[src/rtl/dragonfang_floating_point_pkg.sv]
// dragonfang_floating_point_pkg: shared FP execution types, mode encodings and reduction FSM states
package dragonfang_floating_point_pkg;

    typedef struct packed {
        logic maximum_mode;
        logic minimum_mode;
        logic bit_mode;
    } execution_vector_t;

    localparam logic ENABLED_32BIT_MODE   = 1'b0;
    localparam logic ENABLED_64BIT_MODE   = 1'b1;
    localparam logic ENABLED_MAXIMUM_MODE = 1'b1;
    localparam logic ENABLED_MINIMUM_MODE = 1'b1;

    localparam logic [63:0] CANONICAL_NAN_64 = 64'h7FF8_0000_0000_0000;
    localparam logic [31:0] CANONICAL_NAN_32 = 32'h7FC0_0000;

    typedef enum logic [1:0] {
        IDLE,
        ACCUMULATE,
        FOLD,
        DONE
    } reduction_state_t;

endpackage

[src/rtl/vector_floating_point_minmax_unit.sv]
// vector_floating_point_minmax_unit: combinational IEEE-754 max/min on one double or two packed floats
module vector_floating_point_minmax_unit
    import dragonfang_floating_point_pkg::*;
(
    input  execution_vector_t execution_vector,
    input  logic [63:0]       a,
    input  logic [63:0]       b,
    output logic [63:0]       result
);

    // Sign-magnitude ordering; -0 sorts below +0
    function automatic logic less_64(input logic [63:0] x, input logic [63:0] y);
        return (x[63] != y[63]) ? x[63] : (x[63] ? x[62:0] > y[62:0] : x[62:0] < y[62:0]);
    endfunction

    function automatic logic less_32(input logic [31:0] x, input logic [31:0] y);
        return (x[31] != y[31]) ? x[31] : (x[31] ? x[30:0] > y[30:0] : x[30:0] < y[30:0]);
    endfunction

    function automatic logic is_nan_64(input logic [63:0] x);
        return &x[62:52] && |x[51:0];
    endfunction

    function automatic logic is_nan_32(input logic [31:0] x);
        return &x[30:23] && |x[22:0];
    endfunction

    // A single NaN operand yields the other operand; two NaNs yield the canonical NaN
    function automatic logic [63:0] pick(
        input logic        want_max,
        input logic        x_nan,
        input logic        y_nan,
        input logic        x_less,
        input logic [63:0] x,
        input logic [63:0] y,
        input logic [63:0] qnan
    );
        return (x_nan && y_nan) ? qnan :
               x_nan            ? y :
               y_nan            ? x :
               want_max         ? (x_less ? y : x) :
                                  (x_less ? x : y);
    endfunction

    logic        want_max;
    logic        enabled;
    logic        wide;
    logic [63:0] res_64;
    logic [63:0] res_lo;
    logic [63:0] res_hi;

    assign want_max = execution_vector.maximum_mode == ENABLED_MAXIMUM_MODE;
    assign enabled  = want_max || execution_vector.minimum_mode == ENABLED_MINIMUM_MODE;
    assign wide     = execution_vector.bit_mode == ENABLED_64BIT_MODE;

    assign res_64 = pick(want_max, is_nan_64(a), is_nan_64(b), less_64(a, b), a, b, CANONICAL_NAN_64);
    assign res_lo = pick(want_max, is_nan_32(a[31:0]), is_nan_32(b[31:0]), less_32(a[31:0], b[31:0]),
                         {32'b0, a[31:0]}, {32'b0, b[31:0]}, {32'b0, CANONICAL_NAN_32});
    assign res_hi = pick(want_max, is_nan_32(a[63:32]), is_nan_32(b[63:32]), less_32(a[63:32], b[63:32]),
                         {32'b0, a[63:32]}, {32'b0, b[63:32]}, {32'b0, CANONICAL_NAN_32});

    assign result = !enabled ? '0 : wide ? res_64 : {res_hi[31:0], res_lo[31:0]};

endmodule

[src/rtl/vector_floating_point_reduction_unit.sv]
// vector_floating_point_reduction_unit: folds a stream of 64-bit beats plus a scalar seed
// into one max/min result using the shared min/max unit as its only comparator.
module vector_floating_point_reduction_unit
    import dragonfang_floating_point_pkg::*;
(
    input  logic              clock,
    input  logic              reset,
    input  execution_vector_t execution_vector,
    input  logic [63:0]       vs1,
    input  logic [63:0]       vs2,
    input  logic              in_valid,
    input  logic              in_last,
    output logic              in_ready,
    output logic [63:0]       vd,
    output logic              out_valid,
    input  logic              out_ready
);

    reduction_state_t  state_q, state_d;
    execution_vector_t op_q, op_d, mm_op;
    logic [63:0]       acc_q, acc_d, op_a, op_b, mm_result;
    logic              idle, fold, narrow, accept;

    assign idle     = state_q == IDLE;
    assign fold     = state_q == FOLD;
    assign mm_op    = idle ? execution_vector : op_q;
    assign narrow   = mm_op.bit_mode == ENABLED_32BIT_MODE;
    assign in_ready = idle || state_q == ACCUMULATE;
    assign accept   = in_valid && in_ready;

    // First-beat seed carries vs2's upper lane so lane 1 reduces against itself
    assign op_a = idle ? (narrow ? {vs2[63:32], vs1[31:0]} : vs1) :
                  fold ? {32'b0, acc_q[63:32]} : acc_q;
    assign op_b = fold ? {32'b0, acc_q[31:0]} : vs2;

    assign out_valid = state_q == DONE;
    assign vd        = !out_valid ? '0 : narrow ? {32'b0, acc_q[31:0]} : acc_q;

    vector_floating_point_minmax_unit u_minmax (
        .execution_vector (mm_op),
        .a                (op_a),
        .b                (op_b),
        .result           (mm_result)
    );

    always_comb begin
        state_d = state_q;
        acc_d   = acc_q;
        op_d    = op_q;
        case (state_q)
            IDLE, ACCUMULATE: if (accept) begin
                acc_d   = mm_result;
                op_d    = mm_op;
                state_d = in_last ? (narrow ? FOLD : DONE) : ACCUMULATE;
            end
            FOLD: begin
                acc_d   = {32'b0, mm_result[31:0]};
                state_d = DONE;
            end
            DONE: state_d = out_ready ? IDLE : DONE;
            default: state_d = IDLE;
        endcase
    end

    always_ff @(posedge clock) begin
        if (reset) begin
            state_q <= IDLE;
            acc_q   <= '0;
            op_q    <= '0;
        end else begin
            state_q <= state_d;
            acc_q   <= acc_d;
            op_q    <= op_d;
        end
    end

endmodule
[config.mk]
export PLATFORM = sky130hd
export DESIGN_NAME = vector_floating_point_reduction_unit
export DESIGN_NICKNAME = d
export VERILOG_FILES = /design/src/rtl/dragonfang_floating_point_pkg.sv /design/src/rtl/vector_floating_point_minmax_unit.sv /design/src/rtl/vector_floating_point_reduction_unit.sv
export SDC_FILE = /design/constraint.sdc
export NUM_CORES = 1
export LEC_CHECK = 0
export CAP_MARGIN = 5
export CORE_AREA = 5 5 178 180
export DETAILED_ROUTE_END_ITERATION = 8
export DIE_AREA = 0 0 183 185
export GPL_ROUTABILITY_DRIVEN = 0
export PLACE_DENSITY_LB_ADDON = 0.1
export SKIP_LAST_GASP = 1
export SLEW_MARGIN = 30
export SYNTH_ARGS = -nofsm -noshare
export SYNTH_HDL_FRONTEND = slang
export SYNTH_SLANG_ARGS = --single-unit
[constraint.sdc]
create_clock -name clock -period 5.26 [get_ports clock]
set_clock_uncertainty 0.05 [all_clocks]
set_input_delay 0.526 -clock clock [delete_from_list [all_inputs] [get_ports clock]]
set_output_delay 0.526 -clock clock [all_outputs]
set_load 0.1 [all_outputs]
### Word level (Yosys, flattened, before mapping)

Cells that the tools add are included.

* bits in registers: 69
* input bits: 136
* output and inout port bits: 66
* logic and storage cells: 86

* $lt $le $gt $ge: 6
* equality and inequality tests: 6
* multiplexer cells: 40
* reductions and logical operators: 29

Operators by type and width (number)
* 2-to-1 mux 64 bit: 15
* 2-to-1 mux 32 bit: 12
* one-hot mux 64 bit (2 select lines): 1
* OR reduction 52 bit: 2
* OR reduction 23 bit: 4
* greater-than comparator 63 bit: 1
* less-than comparator 63 bit: 1
* greater-than comparator 31 bit: 2
* less-than comparator 31 bit: 2
* AND reduction 8 bit: 4
* AND reduction 11 bit: 2
* logical AND 1 bit: 10
* 2-to-1 mux 1 bit: 7
* 2-to-1 mux 2 bit: 3
* one-hot mux 2 bit (3 select lines): 1
* equality test 2 bit (second input constant): 2
* AND reduction 2 bit: 2
* 2-to-1 mux 3 bit: 1
* equality test 2 x 1 -> 1 bit (second input constant): 1
* logical NOT 2 bit: 1
* logical OR 1 bit: 2
* != test 1 bit: 2
* != test 2 bit (second input constant): 1
* nonzero test 2 bit: 1
* OR reduction 2 bit: 1

### Depth between registers and ports, before layout

Gate-level depths: netlist of run 1.

* depth in word-level cells: 16
* depth in mapped cells: 20
* depth with buffers taken out: 15

### Cells and area by module

From an unflattened synthesis of run 1, not the netlist that was laid out.

* cell total of the unflattened synthesis: 1260
* area total of the unflattened synthesis: 8816.0 um2

By module, submodules not included
* vector_floating_point_reduction_unit: times used 1, cells each 749, area each 5001.0 um2
* vector_floating_point_minmax_unit: times used 1, cells each 511, area each 3814.9 um2

### Worst setup path after synthesis of run 1

Ideal clock, no wire load.

* path kind: input-to-reg
* start: in execution_vector[0] in the netlist's numbering
* end: reg acc_q[44]
* library setup time: 117 ps
* arrival: 4695 ps
* slack: 397 ps
* stages on the path: 18
* path buffers: 5
* path through: buf_4 -> buf_6 -> buf_2 -> buf_1 -> mux2i_1 -> o21ai_0 -> ha_1 -> a21oi_1 -> o21ai_1 -> a2111oi_2 -> o211ai_2 -> nor4_4 -> mux2i_1 -> a41o_1 -> buf_4 -> nor2_2 -> a311o_1 -> a32o_1

* word-level cells in the longest chain between the ends: 15

Ends and longest elaborated chain
* start, declared: line vector_floating_point_reduction_unit.sv:8 `input execution_vector_t execution_vector,`
* 2-to-1 mux 3 bit (*): line vector_floating_point_reduction_unit.sv:26 `assign mm_op = idle ? execution_vector : op_q;`
* 2-to-1 mux 64 bit (2 in a row): line vector_floating_point_reduction_unit.sv:32 `assign op_a = idle ? (narrow ? {vs2[63:32], vs1[31:0]} : vs1) :`
* less-than comparator 63 bit (tied with other cells): line vector_floating_point_minmax_unit.sv:13 `return (x[63] != y[63]) ? x[63] : (x[63] ? x[62:0] > y[62:0] : x[62:0] < y[62:0]);`
* 2-to-1 mux 1 bit, on equally long branches (2 in a row): line vector_floating_point_minmax_unit.sv:13, vector_floating_point_minmax_unit.sv:17
* 2-to-1 mux 64 bit (tied with other cells): line vector_floating_point_minmax_unit.sv:42 `(x_less ? x : y);`
* 2-to-1 mux 64 bit or 2-to-1 mux 32 bit (tied branches): line vector_floating_point_minmax_unit.sv:41 `want_max ? (x_less ? y : x) :`
* 2-to-1 mux 64 bit or 2-to-1 mux 32 bit (tied branches): line vector_floating_point_minmax_unit.sv:40 `y_nan ? x :`
* 2-to-1 mux 64 bit or 2-to-1 mux 32 bit (tied branches): line vector_floating_point_minmax_unit.sv:39 `x_nan ? y :`
* 2-to-1 mux 64 bit or 2-to-1 mux 32 bit (tied branches): line vector_floating_point_minmax_unit.sv:38 `return (x_nan && y_nan) ? qnan :`
* 2-to-1 mux 64 bit (*) (2 in a row): line vector_floating_point_minmax_unit.sv:62 `assign result = !enabled ? '0 : wide ? res_64 : {res_hi[31:0], res_lo[31:0]};`
* 2-to-1 mux 64 bit (*): line vector_floating_point_reduction_unit.sv:51 `IDLE, ACCUMULATE: if (accept) begin`
* one-hot mux 64 bit (2 select lines) (*): line vector_floating_point_reduction_unit.sv:50 `case (state_q)`
* end signal, assigned: line vector_floating_point_reduction_unit.sv:68 `acc_q <= '0;`
* end signal, assigned: line vector_floating_point_reduction_unit.sv:72 `acc_q <= acc_d;`
* end, declared: line vector_floating_point_reduction_unit.sv:21 `logic [63:0] acc_q, acc_d, op_a, op_b, mm_result;`

Mark *: on every way between the ends. The rest lies on a longest branch, timed or not. The select of a mux whose other input is x is not followed.
A chain may end at the register's enable or synchronous reset.

### Worst setup path in the final report of run 1

* start: reg state_q[0]
* end: reg acc_q[27]

* word-level cells in the longest chain between the ends: 16

Ends and longest elaborated chain
* start, declared: line vector_floating_point_reduction_unit.sv:19 `reduction_state_t state_q, state_d;`
* start signal, assigned: line vector_floating_point_reduction_unit.sv:71 `state_q <= state_d;`
* logical NOT 2 bit: line vector_floating_point_reduction_unit.sv:24, vector_floating_point_reduction_unit.sv:50
* 2-to-1 mux 3 bit: line vector_floating_point_reduction_unit.sv:26
* 2-to-1 mux 64 bit (2 in a row): line vector_floating_point_reduction_unit.sv:32
* less-than comparator 63 bit or greater-than comparator 63 bit (tied branches): line vector_floating_point_minmax_unit.sv:13
* 2-to-1 mux 1 bit (2 in a row): line vector_floating_point_minmax_unit.sv:13
* 2-to-1 mux 64 bit, on equally long branches: line vector_floating_point_minmax_unit.sv:42, vector_floating_point_minmax_unit.sv:41
* 2-to-1 mux 64 bit: line vector_floating_point_minmax_unit.sv:41
* 2-to-1 mux 64 bit: line vector_floating_point_minmax_unit.sv:40
* 2-to-1 mux 64 bit: line vector_floating_point_minmax_unit.sv:39
* 2-to-1 mux 64 bit: line vector_floating_point_minmax_unit.sv:38
* 2-to-1 mux 64 bit (2 in a row): line vector_floating_point_minmax_unit.sv:62
* 2-to-1 mux 64 bit: line vector_floating_point_reduction_unit.sv:51
* one-hot mux 64 bit (2 select lines): line vector_floating_point_reduction_unit.sv:50

Several ways; a longest one is shown, not always the timed one. The select of a mux whose other input is x is not followed.

==> summary.txt, run 1 <==
Outcome
  – Status: completed

Worst setup path
  – CP endpoint kind: register
  – Crit path max-delay cell type: dfxtp_4
  – CP peak stage delay: 0.50 ns
  – CP Cell Sequence: nand2b_4 > buf_12 > mux2i_1 > ha_1 > nand3_1 > nor4_1 > buf_4 > o21ai_0 > a211oi_2 > nor4_4 > mux2i_1 > buf_4 > a41oi_1 > o221ai_2 > o21ai_1 > a22o_1
  – Critical Path Source: state_q[0]
  – Worst Path Max Fanout: 22
  – Worst reg2reg path startpoint: state_q[0]
  – Worst Setup Start Kind: register
  – Worst Path Required: 5.45 ns
  – Worst setup path category: register to register
  – Worst path arrival time: 5.00 ns

Pwr
  – Clock power frac: 0.241
  – Logic pwr share: 0.515
  – Switching Power: 1.30 mW
  – Power after layout: 2.89 mW
  – Leakage Power: 4.87 nW
  – PwrDens: 245 nW/um^2
  – Flop pwr share: 0.244
  – Switching share of power: 0.449
  – Worst VDD drop: 182 uV
  – Internal power: 1.59 mW

Logic synthesis
  – Ys Warns: 0
  – #FFs+latches synth: 69
  – Synth Cell Area: 8850 sq um
  – Largest family of logic cells by synthesized area: compound AO/OA/AOI/OAI gates
  – Most frequent cell after synthesis: nand2_1
  – Yosys cell types: 90
  – Synthesized instance count: 1187
  – Syn Nets: 1391
  – Post-Syn Area per Cell: 7.45 sq um
  – Main synth FF type: dfxtp_1
  – Mux cell area share after synthesis: 0.132
  – Post-synth EDFFs: 0
  – Synth area leader: dfxtp_1
  – Commonest cells post-synth: 175 x nand2_1, 108 x mux2i_1, 86 x o21ai_0
  – Xor/xnor share of the synthesized area: 0
  – Synth Area in Adders: 0.0962
  – Async SR Flop Fraction: 0
  – Post-synth top area share: 0.156
  – Top post-synthesis cells by area: dfxtp_1 16%, mux2i_1 12%, ha_1 9.6%
  – Sequential share of the synthesized area: 0.156
  – Compound-Gate Fraction of Synth Area: 0.293
  – Synth Area in Simple Gates: 0.261

Route
  – Vias per cell: 5.77
  – Final WL: 41800 um
  – DRT antenna net count: 0
  – Routed vias: 10200
  – DR WL/cell: 23.6 um
  – DRC violations left: 0
  – DR iter-0 viols: 824
  – Drt first pass iters: 5

Floorplan
  – IO Count: 202
  – Cell Rows: 64
  – Starting Density: 0.295
  – Die Y: 185 um
  – Core ar.: 30000 sq um
  – Die ar.: 33900 sq um
  – Die width: 183 um

Clock network
  – Hold buffer count at CTS: 0
  – H-tree level count: 3
  – Reg clk slew, reported paths: 0.07 ns
  – CTS tree: built
  – Clock root buffer: clkbuf_16
  – Clock tree sinks: 69
  – Worst-skew pair later-pin latency: 0.36 ns
  – Clock Tree Buf Depth: 2
  – Total CTS buffers: 9

Global routing
  – Initial antenna violation count: 1
  – Vias in the first global route: 10000
  – First-pass GRT wire length: 62200 um
  – Largest net degree at the start of global routing: 56
  – GRT Total Usage: 0.237
  – Gr ovfl total: 0

STA
  – Setup Viol. Count Final: 0
  – F_max: 208 MHz
  – Worst slew pin tran: 1.01 ns
  – Slew Viols, Final: 0
  – Worst hold margin: 0.451 ns
  – Period Utilization, post-route: 0.914
  – Setup TNS: 0 ns
  – Crit path time final: 4.81 ns
  – Final hold violations: 0
  – RSZ-0062 raised after global routing: no
  – Max-slew headroom: 0.324

Final layout
  – P&R area growth vs syn: 33.2%
  – Fraction of layout cells with a size suffix above 1: 0.0972
  – Fillers: 3200
  – Nets: 1579
  – Ant diodes: 0
  – Final core occ: 0.393

Min path
  – Worst min-delay path class: register to register
  – Min-delay src: op_q[1]

Place
  – DP HPWL: 33100 um
  – PortBufs: 201

Run
  – Max_cap viols: 0
final timing paths:
| kind | to | cells past startpoint | slack [ns] |
|---|---|---|---|
| min | op_q[1] | 2 | 0.45 |
| min reg2reg | op_q[1] | 2 | 0.45 |
| max reg2reg | acc_q[27] | 16 | 0.45 |
| max | acc_q[27] | 16 | 0.45 |
cell families after synthesis:
family / after synthesis
multiplexers: 114
adder cells (fa/ha/maj): 68
AO/OA/AOI/OAI: 373
AND/OR/NAND/NOR: 453
buffers and inverters: 110
flip-flops: 69
state kept, by name, indices dropped and copies added, names as in the netlist:
name,count
op_q,3
state_q,2
acc_q,64
worst max-delay path, delay by kind of cell (launching register included):
family	cells	cell delay (ns)
mux	2	0.51
fa+ha+maj	1	0.20
compound gates	6	1.72
flops	1	0.50
buf+inv	3	0.60
simple gates	4	1.07
timing repair:
item / 4_1_cts / 5_1_grt
resized for setup: 0 / 1
buffers inserted: 0 / 0
setup endpoints to repair: 0 / 7
per-layer routing:
layer / part of all wire / up-vias / wire [um] / global-route usage
met4: 0.029 / 2 / 1220 / 0.0730
met1: 0.43 / 4888 / 18000 / 0.306
met2: 0.48 / 371 / 20100 / 0.404
met3: 0.060 / 57 / 2500 / 0.0414
met5: 0.00026 / - / 11 / 0
li1: - / 4916 / - / -
layout make-up:
class,count,area (sq um),share of cell area
Timing Repair Buffer,259,2520,0.214
Multi-Input combinational cell,1008,6950,0.590
Clock inverter,4,53.8,0.00456
Sequential cell,69,1390,0.118
Inverter,28,108,0.00913
Clock buffer,11,264,0.0224
Tap cell,396,495,0.0420
cells in the final DEF, fill, tap and decap left out, types with 14 or more instances in the layout:
cell,netlist,routed
buf_4,5,50
nor2_1,53,52
dfxtp_1,69,66
nand2_1,175,175
o21ai_1,47,47
nor4_1,33,33
ha_1,68,68
mux2i_1,108,107
inv_1,26,26
and3_1,72,72
nor3_1,25,24
a22o_1,14,14
a22oi_1,33,33
clkdlybuf4s50_1,0,198
a21oi_1,58,57
o21ai_0,86,86
nand3_1,28,28
nand4_1,21,21
power groups by stage:
stage	Sequential [mW]	Clock (mW)	Combinational, mW
2_1_floorplan	0.638	0	0.973
3_3_place_gp	0.713	0	1.46
3_5_place_dp	0.714	0	1.46
4_1_cts	0.702	0.697	1.47
5_1_grt	0.715	0.719	1.61
6_report	0.704	0.695	1.49
stage by stage:
stage | worst slack, ns | cell area, sq um | std cells
after floorplan | 0.397 | 8850 | 1187
after global placement | 0.188 | 11500 | 1759
after detailed placement | 0.107 | 11400 | 1759
after CTS | 0.388 | 11800 | 1774
after global routing | 0.131 | 11800 | 1775
final | 0.453 | 11800 | 1775
Power figures use the tool's default switching activity.
==> run 2, diff against run 1 <==
GPL_TIMING_DRIVEN = 1   (was unset)
==> results of run 2 <==
Final layout, timing and power as in run 1 (identical DEF).
